$ cat src/rtl/pc_sequencer_pkg.sv
// Shared constants and encodings for the fetch PC sequencer and its redirect arbiter.
package pc_sequencer_pkg;

    localparam int WORD = 32;

    localparam logic [WORD-1:0] DEF_RESET_VECTOR = 32'h0000_0000;
    localparam int              DEF_PC_INCREMENT = 4;
    localparam int              DEF_ALIGN_BITS   = 2;

    typedef enum logic [1:0] {
        PCS_BOOT  = 2'd0,
        PCS_RUN   = 2'd1,
        PCS_FAULT = 2'd2
    } pcs_state_e;

    typedef enum logic [1:0] {
        RD_NONE = 2'd0,
        RD_TRAP = 2'd1,
        RD_BR   = 2'd2,
        RD_JMP  = 2'd3
    } rd_cause_e;

endpackage

$ cat src/rtl/pc_redirect_arb.sv
// Combinational redirect arbiter: trap > branch > jump priority select plus
// alignment check of branch/jump targets. Traps are never alignment-checked.
module pc_redirect_arb
    import pc_sequencer_pkg::*;
#(
    parameter int XLEN       = WORD,
    parameter int ALIGN_BITS = DEF_ALIGN_BITS
) (
    input  logic            trap_i,
    input  logic [XLEN-1:0] trap_vec_i,
    input  logic            br_i,
    input  logic [XLEN-1:0] br_addr_i,
    input  logic            jmp_i,
    input  logic [XLEN-1:0] jmp_addr_i,
    input  logic            brjmp_en_i,
    output logic            redir_valid_o,
    output logic [XLEN-1:0] target_o,
    output logic [1:0]      cause_o,
    output logic            misaligned_o
);

    rd_cause_e cause;
    logic      low_bits_nz;

    always_comb begin
        cause    = RD_NONE;
        target_o = '0;
        if (trap_i) begin
            cause    = RD_TRAP;
            target_o = trap_vec_i;
        end else if (br_i && brjmp_en_i) begin
            cause    = RD_BR;
            target_o = br_addr_i;
        end else if (jmp_i && brjmp_en_i) begin
            cause    = RD_JMP;
            target_o = jmp_addr_i;
        end
    end

    generate
        if (ALIGN_BITS > 0) begin : g_align
            assign low_bits_nz = |target_o[ALIGN_BITS-1:0];
        end else begin : g_no_align
            assign low_bits_nz = 1'b0;
        end
    endgenerate

    assign redir_valid_o = (cause != RD_NONE);
    assign cause_o       = cause;
    assign misaligned_o  = low_bits_nz && ((cause == RD_BR) || (cause == RD_JMP));

endmodule

$ cat src/rtl/pc_sequencer.sv
// Fetch-stage program counter: holds the fetch PC, offers it to instruction
// memory over valid/ready, and applies trap/branch/jump redirects.
module pc_sequencer
    import pc_sequencer_pkg::*;
#(
    parameter int              XLEN         = WORD,
    parameter logic [XLEN-1:0] RESET_VECTOR = XLEN'(DEF_RESET_VECTOR),
    parameter int              PC_INCREMENT = DEF_PC_INCREMENT,
    parameter int              ALIGN_BITS   = DEF_ALIGN_BITS
) (
    input  logic            clk_i,
    input  logic            rst_i,
    input  logic            stall_i,
    input  logic            trap_i,
    input  logic [XLEN-1:0] trapVec_i,
    input  logic            brBit_i,
    input  logic [XLEN-1:0] brAddr_i,
    input  logic            jmpBit_i,
    input  logic [XLEN-1:0] jmpAddr_i,
    input  logic            fetchReady_i,
    output logic            fetchValid_o,
    output logic [XLEN-1:0] pc_o,
    output logic [XLEN-1:0] pcPlus_o,
    output logic            misalign_o,
    output logic [XLEN-1:0] badAddr_o
);

    pcs_state_e      state_q, state_d;
    logic [XLEN-1:0] pc_q, pc_d;
    logic            fetch_valid_q, fetch_valid_d;
    logic            misalign_q, misalign_d;
    logic [XLEN-1:0] bad_addr_q, bad_addr_d;

    logic            redir_valid;
    logic [XLEN-1:0] redir_target;
    logic [1:0]      redir_cause;
    logic            redir_misaligned;
    logic            fire;
    logic [XLEN-1:0] pc_inc;

    // Branches and jumps are only honoured while actively fetching.
    pc_redirect_arb #(
        .XLEN       (XLEN),
        .ALIGN_BITS (ALIGN_BITS)
    ) u_arb (
        .trap_i        (trap_i),
        .trap_vec_i    (trapVec_i),
        .br_i          (brBit_i),
        .br_addr_i     (brAddr_i),
        .jmp_i         (jmpBit_i),
        .jmp_addr_i    (jmpAddr_i),
        .brjmp_en_i    (state_q == PCS_RUN),
        .redir_valid_o (redir_valid),
        .target_o      (redir_target),
        .cause_o       (redir_cause),
        .misaligned_o  (redir_misaligned)
    );

    assign fire   = fetch_valid_q & fetchReady_i & ~stall_i;
    assign pc_inc = pc_q + XLEN'(PC_INCREMENT);

    always_comb begin
        state_d    = state_q;
        pc_d       = pc_q;
        bad_addr_d = bad_addr_q;
        misalign_d = 1'b0;
        case (state_q)
            PCS_BOOT: begin
                state_d = PCS_RUN;
                if (redir_cause == RD_TRAP) begin
                    pc_d = redir_target;
                end
            end
            PCS_RUN: begin
                if (redir_valid) begin
                    if (redir_misaligned) begin
                        bad_addr_d = redir_target;
                        misalign_d = 1'b1;
                        state_d    = PCS_FAULT;
                    end else begin
                        pc_d = redir_target;
                    end
                end else if (fire) begin
                    pc_d = pc_inc;
                end
            end
            PCS_FAULT: begin
                if (redir_cause == RD_TRAP) begin
                    pc_d    = redir_target;
                    state_d = PCS_RUN;
                end
            end
            default: state_d = PCS_BOOT;
        endcase
        // Valid is registered from the next state so it never depends combinationally on inputs.
        fetch_valid_d = (state_d == PCS_RUN);
    end

    always_ff @(posedge clk_i) begin
        if (rst_i) begin
            state_q       <= PCS_BOOT;
            pc_q          <= RESET_VECTOR;
            fetch_valid_q <= 1'b0;
            misalign_q    <= 1'b0;
            bad_addr_q    <= '0;
        end else begin
            state_q       <= state_d;
            pc_q          <= pc_d;
            fetch_valid_q <= fetch_valid_d;
            misalign_q    <= misalign_d;
            bad_addr_q    <= bad_addr_d;
        end
    end

    assign fetchValid_o = fetch_valid_q;
    assign pc_o         = pc_q;
    assign pcPlus_o     = pc_inc;
    assign misalign_o   = misalign_q;
    assign badAddr_o    = bad_addr_q;

endmodule

$ cat config.mk
export PLATFORM = sky130hd
export DESIGN_NAME = pc_sequencer
export DESIGN_NICKNAME = d
export VERILOG_FILES = /design/src/rtl/pc_sequencer_pkg.sv /design/src/rtl/pc_redirect_arb.sv /design/src/rtl/pc_sequencer.sv
export SDC_FILE = /design/constraint.sdc
export NUM_CORES = 1
export LEC_CHECK = 0
export ABC_AREA = 1
export BUFFER_PORTS_ARGS = -buffer_cell sky130_fd_sc_hd__clkbuf_2
export CAP_MARGIN = 20
export CORE_ASPECT_RATIO = 0.7
export CORE_MARGIN = 5
export CORE_UTILIZATION = 40
export CTS_CLUSTER_DIAMETER = 60
export CTS_CLUSTER_SIZE = 20
export DETAILED_ROUTE_END_ITERATION = 8
export GPL_TIMING_DRIVEN = 0
export PLACE_DENSITY = 0.72
export SYNTH_ARGS = -nofsm -noshare
export SYNTH_HDL_FRONTEND = slang
export SYNTH_SLANG_ARGS = --single-unit
export TNS_END_PERCENT = 1
$ cat constraint.sdc
create_clock -name clk_i -period 1.7 [get_ports clk_i]
set_clock_uncertainty 0.2 [all_clocks]
set_input_delay 0.085 -clock clk_i [delete_from_list [all_inputs] [get_ports clk_i]]
set_output_delay 0.085 -clock clk_i [all_outputs]
set_load 0.05 [all_outputs]
==> results of run 1 <==
-- layout make-up --
cell class                      instances  area [um^2]  share of cell area, %
Clock inverter                          2         13.8                  0.177
Buffer                                 36          302                   3.89
Inverter                               51          206                   2.66
Timing Repair Buffer                  265         1850                   23.8
Multi-Input combinational cell        635         3460                   44.6
Tap cell                              153          191                   2.47
Sequential cell                        68         1440                   18.6
Clock buffer                           14          297                   3.82
-- kinds of logic (layout without fill, tap and decap cells) --
group                      count (synthesis)  after routing
AOI/OAI and AO/OA                         86             86
xor gates and xnor gates                   8              8
adders and majority gates                  1              1
buffers and inverters                     88            368
DFF                                       68             68
and+or+nand+nor                          540            540
-- synth_stat cells --
| library cell | number |
|---|---|
| nand3_1 | 62 |
| nor2_4 | 3 |
| buf_4 | 7 |
| or2_2 | 8 |
| buf_2 | 16 |
| o21ai_1 | 6 |
| nand4_1 | 9 |
| dfxtp_1 | 68 |
| inv_2 | 5 |
| nand2_1 | 281 |
| a21oi_4 | 1 |
| nand2_2 | 4 |
| nor2_1 | 148 |
| clkbuf_1 | 10 |
| nand2_4 | 1 |
| o21ai_0 | 33 |
| buf_1 | 2 |
| buf_6 | 2 |
| inv_1 | 45 |
| and2_1 | 1 |
| clkinv_1 | 1 |
| a21oi_1 | 38 |
| xor2_1 | 4 |
| or2_0 | 17 |
| ha_1 | 1 |
| a31oi_1 | 6 |
| a22oi_1 | 2 |
| xnor2_1 | 4 |
| nand3b_1 | 6 |
-- what timing repair did --
item / 4_1_cts / 5_1_grt
pin swaps: 27 / 42
hold endpoints to repair: 29 / 0
gates resized for setup: 184 / 143
setup buffers: 10 / 24
endpoints found under the setup margin: 96 / 96
hold buffers: 29 / 0
gates cloned: 0 / 2
-- worst max path at each step --
stage / start / endpoint / slack [ps] / cells past startpoint
after global routing: pc_o[16] / pcPlus_o[29] / -380 / 7
after floorplan: pc_o[2] / pc_o[10] / -240 / 9
after detailed placement: state_q[0] / badAddr_o[9] / -520 / 10
final: state_q[0] / badAddr_o[28] / -350 / 11
after global placement: trap_i / pc_o[20] / -510 / 10
after CTS: pc_o[2] / pcPlus_o[12] / -390 / 8
-- per-stage QoR --
stage | total power [mW] | instances | TNS [ps]
2_1_floorplan | 3.71 | 791 | -7750
3_5_place_dp | 4.42 | 1144 | -27970
3_3_place_gp | 4.40 | 1144 | -26020
4_1_cts | 6.70 | 1199 | -16100
6_report | 7.01 | 1224 | -20660
5_1_grt | 7.28 | 1224 | -26550
-- per-layer routing --
layer	share of wire (%)	up-vias	global-route usage, %
li1	-	3060	-
met1	41	2872	38.9
met2	46	344	44.2
met3	11	32	7.89
met4	1.7	0	7.59
met5	0	-	0
-- report_power, final --
group	internal (mW)	leakage [nW]	switching, mW
Sequential	1.78	0.573	0.234
Combinational	1.03	2.91	2.01
Clock	1.21	0.153	0.753
-- registers in the layout, indices dropped and copies added (netlist names) --
register      count
misalign_o        1
fetchValid_o      1
pc_o             32
state_q           2
badAddr_o        32
-- critical path: cells and delay by family, from the launching register on --
kind                   cells  cell delay [ps]
AND/OR/NAND/NOR            6              860
flip-flops                 1              380
buffers and inverters      3              330
AO/OA/AOI/OAI              2              200
==> results.txt, run 1 <==
Post-DP HPWL: 14900 um
Synth warnings: 0
Clock Sinks: 68
Fin nets: 1170
Vias: 6308
Syn_area_per_cell: 5.75 um^2
Share of cells above drive strength 1: 42.9%
Synth area leaders: dfxtp_1, nand2_1, nor2_1, nand3_1, a21oi_1
Top-area cell type share of the netlist area: 30.0%
CP peak stage delay: 380 ps
WP data arrival: 2120 ps
Fmax: 0.487 GHz
Cells after Synth: 791
Synth Area in Simple Gates: 49.6%
# diodes: 0
Largest family of logic cells by synthesized area: simple AND/OR/NAND/NOR gates
Worst setup slack after layout: -354 ps
Failing checks: hold timing, setup timing
Worst Max-Slew Pin Slew: 760 ps
Iteration-0 DRC count of the detailed router: 519
DRC viols: 0
WHS Endpoint: badAddr_o[1]
Initial antenna violation count: 0
Pwr/cell area: 904 mW/mm^2
Post-synthesis cell type count: 29
Capturing point of the worst reg2reg path: badAddr_o[28]
# rows: 32
Cells on Worst Hold Path: 5
Number of global-route vias before repair: 5804
Crit start category: register
RSZ-0062 raised after global routing: yes
CTS H-tree lvls: 3
WHS: -39.1 ps
R2R depth: 11
Wire per inst: 16.9 um
Post-synthesis xor/xnor area fraction: 1.54%
Root Driver: clkbuf_16
Clk_lat worst skew: 340 ps
Worst-path clk slew: 60 ps
Max_cap viols: 0
Layout filler cell count: 954
WP data required: 1770 ps
Synth Area in Compound Gates: 9.99%
Remaining Overflow, GRT: 0
Die width: 137 um
Pin count of the biggest net entering global routing: 13
Post-route cell area: 0.00776 mm^2
Syn nets: 895
CTS max path bufs: 2
Cell Area, Placed: 0.00588 mm^2
Cells along the critical path: inv_6 > nor2_4 > nand2_4 > nor2_4 > buf_6 > buf_8 > nand2_1 > nand3_2 > o21ai_2 > or2_1 > a21oi_1
Die area: 0.0136 mm^2
Total CTS buffers: 9
Area Growth Syn to Fin: 70.8%
Worst slack at placement: -520 ps
Adder-cell share of the synthesized area: 0.275%
GR Util All Layers: 28.4%
Setup-failing EPs final: 95
Post-synthesis sequential area ratio: 30.0%
R2r startpoint: state_q[0]
Most frequent cells in the layout: nand2_1, clkbuf_2, nor2_1, nand3_1, dfxtp_1
Port buffer count: 200
Core box area: 0.0111 mm^2
Pins Over Slew Limit: 0
Status: complete, but fails checks
Period utilisation layout: 121%
Placer congestion estimate: 0.960
Commonest non-fill, non-tap cell in the layout: nand2_1
Post-synthesis mux area share: 0%
I/O pin total: 201
WS Path Type: register to register
Pre-antenna DRT Iters: 5
Crit-path most repeated cell: nor2_4
Cell taking the most area after synthesis: dfxtp_1
Slowest-stage cell, CP: dfxtp_4
Static leakage: 3.64 nW
Final WL: 20700 um
HP Start: jmpAddr_i[1]
First-pass GRT wire length: 30100 um
Min cycle time layout: 2050 ps
Worst min-delay path class: primary input to register
Finished Core Util: 70.2%
CP endpoint kind: register
Post-synthesis register bit count: 68
Via/cell ratio: 5.15
Max IR drop VDD: 0.566 mV
Chip height: 99.2 um
Final ANT Viol Nets: 0
Syn Std Cell Area: 0.00454 mm^2
Hold Vio Cnt, Final: 1
Slew HR: 49.4%
Reg-to-reg setup timing slack: -350 ps
CTS tree: built
Initial Util: 41.1%
Crit-path max FO: 6
Note: power is estimated with default switching activity, not from simulation.
==> inputs of run 2 (changes only) <==
CTS_CLUSTER_DIAMETER = default   (was 60)
RECOVER_POWER = 100   (was default)
==> results.txt, run 2 (same netlist as run 1, synthesis figures left out) <==
Status: complete, but fails checks
Failing checks: hold timing, setup timing
Total CTS buffers: 9 (unchanged)
Iteration-0 DRC count of the detailed router: 539 (+3.9%)
Clock Sinks: 68 (unchanged)
Final ANT Viol Nets: 0 (unchanged)
WP data arrival: 2120 ps (about the same)
WS Path Type: register to register
Setup-failing EPs final: 95 (unchanged)
Commonest non-fill, non-tap cell in the layout: nand2_1
Die width: 137 um (unchanged)
Most frequent cells in the layout: nand2_1, clkbuf_2, nor2_1, clkbuf_1, nand3_1
CTS max path bufs: 2 (unchanged)
Via/cell ratio: 5.13 (-0.38%)
Initial Util: 41.1% (unchanged)
CP endpoint kind: register
Remaining Overflow, GRT: 0 (unchanged)
Area occupied by registers: 0.00144 mm^2 (unchanged)
Number of global-route vias before repair: 5804 (unchanged)
Crit start category: register
Fmax: 0.489 GHz (+0.52%)
WP data required: 1770 ps (about the same)
Max IR drop VDD: 0.569 mV (+0.61%)
Chip height: 99.2 um (unchanged)
CP Launch Point: state_q[0]
Die area: 0.0136 mm^2 (unchanged)
Worst-path clk slew: 60 ps (about the same)
Max_cap viols: 0 (unchanged)
Capturing point of the worst reg2reg path: badAddr_o[30]
TNS Setup: -20110 ps (+554 ps)
Period utilisation layout: 120% (-0.63 points)
Root Driver: clkbuf_16
Min cycle time layout: 2040 ps (-10.7 ps)
Area Growth Syn to Fin: 69.6%
Pre-antenna DRT Iters: 5 (unchanged)
Core box area: 0.0111 mm^2 (unchanged)
I/O pin total: 201 (unchanged)
Clk_lat worst skew: 340 ps (about the same)
Worst setup slack after layout: -344 ps (+10.7 ps)
R2R depth: 11 (unchanged)
DRC viols: 0 (unchanged)
Pins Over Slew Limit: 0 (unchanged)
Final WL: 20700 um (-0.20%)
Static leakage: 3.49 nW (-4.1%)
GR Util All Layers: 28.4% (unchanged)
Post-DP HPWL: 14900 um (unchanged)
CTS H-tree lvls: 3 (unchanged)
Hold Vio Cnt, Final: 1 (unchanged)
Port buffer count: 200 (unchanged)
Worst min-delay path class: primary input to register
HP Start: jmpAddr_i[1]
WHS Endpoint: badAddr_o[1]
Cell Area, Placed: 0.00588 mm^2 (unchanged)
Placer congestion estimate: 0.960 (unchanged)
Crit-path max FO: 6 (unchanged)
RSZ-0062 raised after global routing: yes
Slew HR: 49.1% (-0.25 points)
Reg-to-reg setup timing slack: -340 ps (about the same)
Footprint of the multi-input gates: 0.00346 mm^2 (unchanged)
CTS tree: built
Post-route cell area: 0.00771 mm^2 (-0.71%)
WHS: -39.1 ps (-0.0407 ps)
Fin nets: 1170 (unchanged)
Initial antenna violation count: 0 (unchanged)
R2r startpoint: state_q[0]
First-pass GRT wire length: 30100 um (unchanged)
Worst Max-Slew Pin Slew: 763 ps (+3.73 ps)
Layout filler cell count: 983 (+3.0%)
Share of cells above drive strength 1: 38.7% (-4.1 points)
# rows: 32 (unchanged)
Wire per inst: 16.9 um (-0.20%)
Pin count of the biggest net entering global routing: 13 (unchanged)
Pwr/cell area: 907 mW/mm^2 (+0.33%)
Vias: 6284 (-0.38%)
Cells on Worst Hold Path: 5 (unchanged)
# diodes: 0 (unchanged)
==> run 2: per-layer routing <==
metal  share of wire (%)  track usage, %  wire [um]
met1                  41            38.9       8450
met2                  46            44.2       9450
met3                  12            7.89       2400
met4                 1.8            7.59        371
met5                   0               0          0
==> run 2: worst max-delay path by stage <==
stage                                to
after CTS                  pcPlus_o[12]
final                     badAddr_o[30]
after global placement         pc_o[20]
after detailed placement   badAddr_o[9]
after global routing       pcPlus_o[29]
after floorplan                pc_o[10]
==> run 2: area by class of cell <==
cell class	count	share of cell area (%)
buffer	36	3.91
clock buffer	14	3.85
clock inverter	2	0.179
inverter	51	2.68
multi-input combinational	635	44.9
sequential	68	18.7
tap	153	2.48
timing repair buffer	265	23.3
==> run 2: power breakdown <==
part / switching (mW) / total [mW] / internal (mW)
clock: 0.749 / 1.96 / 1.21
sequential: 0.234 / 2.01 / 1.78
combinational: 2.01 / 3.02 / 1.01
total: 3.00 / 6.99 / 3.99
==> run 2: critical path, cell delays in order, from the launching register on <==
cell	delay, ps
dfxtp_4	380
inv_6	40
nor2_4	180
nand2_4	110
nor2_4	190
buf_6	160
buf_8	130
nand2_2	50
nand3_2	60
o21ai_2	70
or2_0	250
a21oi_1	150
==> run 2: per-stage QoR <==
stage,power [mW],instances,util [%],hold WS [ps],setup WS [ps]
after global routing,7.26,1224,69.7,30.4,-375
after global placement,4.40,1144,53.2,140,-507
final,6.99,1224,69.7,-39.1,-344
after CTS,6.70,1199,64.8,3.58,-386
after detailed placement,4.42,1144,53.2,142,-520
after floorplan,3.71,791,-,-45.9,-245
==> run 2: repair_timing <==
item	4_1_cts	5_1_grt
endpoints found under the setup margin	96	96
pin swaps	27	42
cloned	0	2
hold buffers	29	0
hold endpoints to repair	29	0
resized for setup	184	143
setup buffers	10	24
==> inputs of run 3 (changes only) <==
CORE_ASPECT_RATIO = default   (was 0.7)
==> results.txt, run 3 (same netlist as run 1, synthesis figures left out) <==
Status: complete, but fails checks
Failing checks: hold timing, setup timing
Fmax: 0.485 GHz (-0.80%)
Worst slack at placement: -556 ps (-35.6 ps)
Min cycle time layout: 2060 ps (+16.6 ps)
WP data required: 1410 ps (-360 ps)
Crit start category: register
Clock network power share: 30.5% (+2.5 points)
Area Growth Syn to Fin: 55.5%
Layout filler cell count: 1104 (+12%)
CP endpoint kind: output pin
RSZ-0062 raised after global routing: yes
Busiest grt layer: met2
Worst min-delay path class: primary input to register
Iteration-0 DRC count of the detailed router: 403 (-25%)
GR Layer Usage met2: 46.9% (+2.7 points)
Port buffer count: 200 (unchanged)
Core box area: 0.0113 mm^2 (+2.0%)
Sw Pwr: 2.88 mW (-3.7%)
Clock Sinks: 68 (unchanged)
Worst setup slack after layout: -360 ps (-16.6 ps)
Period utilisation layout: 121% (+0.98 points)
Chip height: 117 um (+18%)
Sequential fraction of design power: 29.5% (+0.7 points)
Met1 Resource Use GR: 36.5% (-2.3 points)
CP Launch Point: pc_o[3]
Setup-failing EPs final: 94 (-1.1%)
Fin nets: 1135 (-3.0%)
Combinational fraction of design power: 40.1% (-3.1 points)
Static leakage: 3.27 nW (-6.4%)
Root Driver: clkbuf_16
Pin count of the biggest net entering global routing: 13 (unchanged)
Final WL: 19100 um (-7.7%)
Number of global-route vias before repair: 5738 (-1.1%)
R2R depth: 10 (-1)
Hold Vio Cnt, Final: 3 (+2)
First-pass GRT wire length: 29400 um (-2.3%)
Via/cell ratio: 5.14 (+0.17%)
WS Path Type: register to output pin
Most frequent cells in the layout: nand2_1, clkbuf_2, nor2_1, nand3_1, clkbuf_1
Max IR drop VDD: 0.512 mV (-10%)
CTS H-tree lvls: 3 (unchanged)
CTS tree: built
WHS: -37.4 ps (+1.71 ps)
Initial antenna violation count: 0 (unchanged)
Max_cap viols: 0 (unchanged)
Reg-to-reg setup timing slack: -270 ps (+70 ps)
Total power: 6.81 mW (-2.5%)
Vias: 6063 (-3.5%)
GR Util All Layers: 27.9% (-0.51 points)
Switching share of total power: 42.3% (-0.55 points)
Share of cells above drive strength 1: 33.4% (-5.4 points)
Worst Max-Slew Pin Slew: 701 ps (-62.7 ps)
Pwr/cell area: 965 mW/mm^2 (+6.4%)
Pins Over Slew Limit: 0 (unchanged)
CTS max path bufs: 2 (unchanged)
Die width: 117 um (-15%)
Placer congestion estimate: 0.955 (-0.46%)
Final ANT Viol Nets: 0 (unchanged)
Crit-path max FO: 4 (-2)
Remaining Overflow, GRT: 0 (unchanged)
Met3 usage: 5.60% (-2.3 points)
DRC viols: 0 (unchanged)
Capturing point of the worst reg2reg path: badAddr_o[10]
Clk_lat worst skew: 340 ps (about the same)
Commonest non-fill, non-tap cell in the layout: nand2_1
I/O pin total: 201 (unchanged)
CP endpoint: pcPlus_o[12]
Die area: 0.0136 mm^2 (-0.25%)
Post-DP HPWL: 14600 um (-2.3%)
Total CTS buffers: 9 (unchanged)
Slew HR: 53.3% (+4.2 points)
Wire per inst: 16.2 um (-4.2%)
# rows: 39 (+22%)
Initial Util: 40.3% (-0.81 points)
Worst-path clk slew: 60 ps (about the same)
R2r startpoint: state_q[0]
# diodes: 0 (unchanged)
Pre-antenna DRT Iters: 5 (unchanged)
WP data arrival: 1780 ps (-340 ps)
Cell Int Power: 3.93 mW (-1.5%)
[run 3: what timing repair did]
action                     4_1_cts  5_1_grt
hold endpoints to repair        14        0
setup endpoints to repair       96       96
hold buffers                    18        0
gates resized for setup        102      135
pin swaps                        5       19
setup buffers                    9        2
[run 3: worst min-delay path by stage]
stage	from	to	slack [ps]	depth (start not counted)
floorplan	rst_i	badAddr_o[23]	-50	1
global placement	rst_i	badAddr_o[24]	120	2
detailed placement	rst_i	badAddr_o[23]	130	2
CTS	jmpAddr_i[1]	badAddr_o[1]	-8	5
global route	trapVec_i[18]	badAddr_o[18]	10	5
finish	trapVec_i[18]	badAddr_o[18]	-40	5
[run 3: worst max-delay path: stages (launching register included)]
cell,delay (ps)
dfxtp_4,390
ha_4,160
inv_4,40
nor2_4,140
nand2_4,110
inv_4,90
nand4_1,150
and2_4,200
clkbuf_16,160
[run 3: final cells by class]
class,count,area [um^2],share of cell area [%]
multi-input combinational,635,3230,45.7
sequential,68,1440,20.3
timing repair buffer,229,1430,20.2
clock buffer,12,278,3.93
buffer,37,267,3.77
inverter,51,199,2.82
tap,143,179,2.53
clock inverter,4,52.6,0.744
[run 3: per-layer routing]
metal | share of wire (%) | wire length (um)
met1 | 40 | 7700
met2 | 49 | 9400
met3 | 8.3 | 1580
met4 | 2.1 | 410
met5 | 0 | 0
[run 3: power groups by stage]
stage / logic [mW] / registers (mW) / clock network [mW]
floorplan: 1.23 / 2.49 / 0
finish: 2.73 / 2.01 / 2.08
detailed placement: 2.39 / 2.01 / 0
CTS: 2.59 / 1.99 / 2.08
global route: 2.92 / 2.03 / 2.14
global placement: 2.38 / 2.01 / 0
[run 3: per-stage QoR]
step	instance area [um^2]	setup TNS (ps)	hold slack [ps]	instances	utilization [%]
2_1_floorplan	4690	-7750	-45.9	791	-
3_3_place_gp	5870	-26410	123	1134	52.1
3_5_place_dp	5870	-26560	132	1134	52.1
4_1_cts	6790	-23160	-8.09	1177	60.2
5_1_grt	7060	-27750	14.2	1179	62.7
6_report	7060	-16720	-37.4	1179	62.7
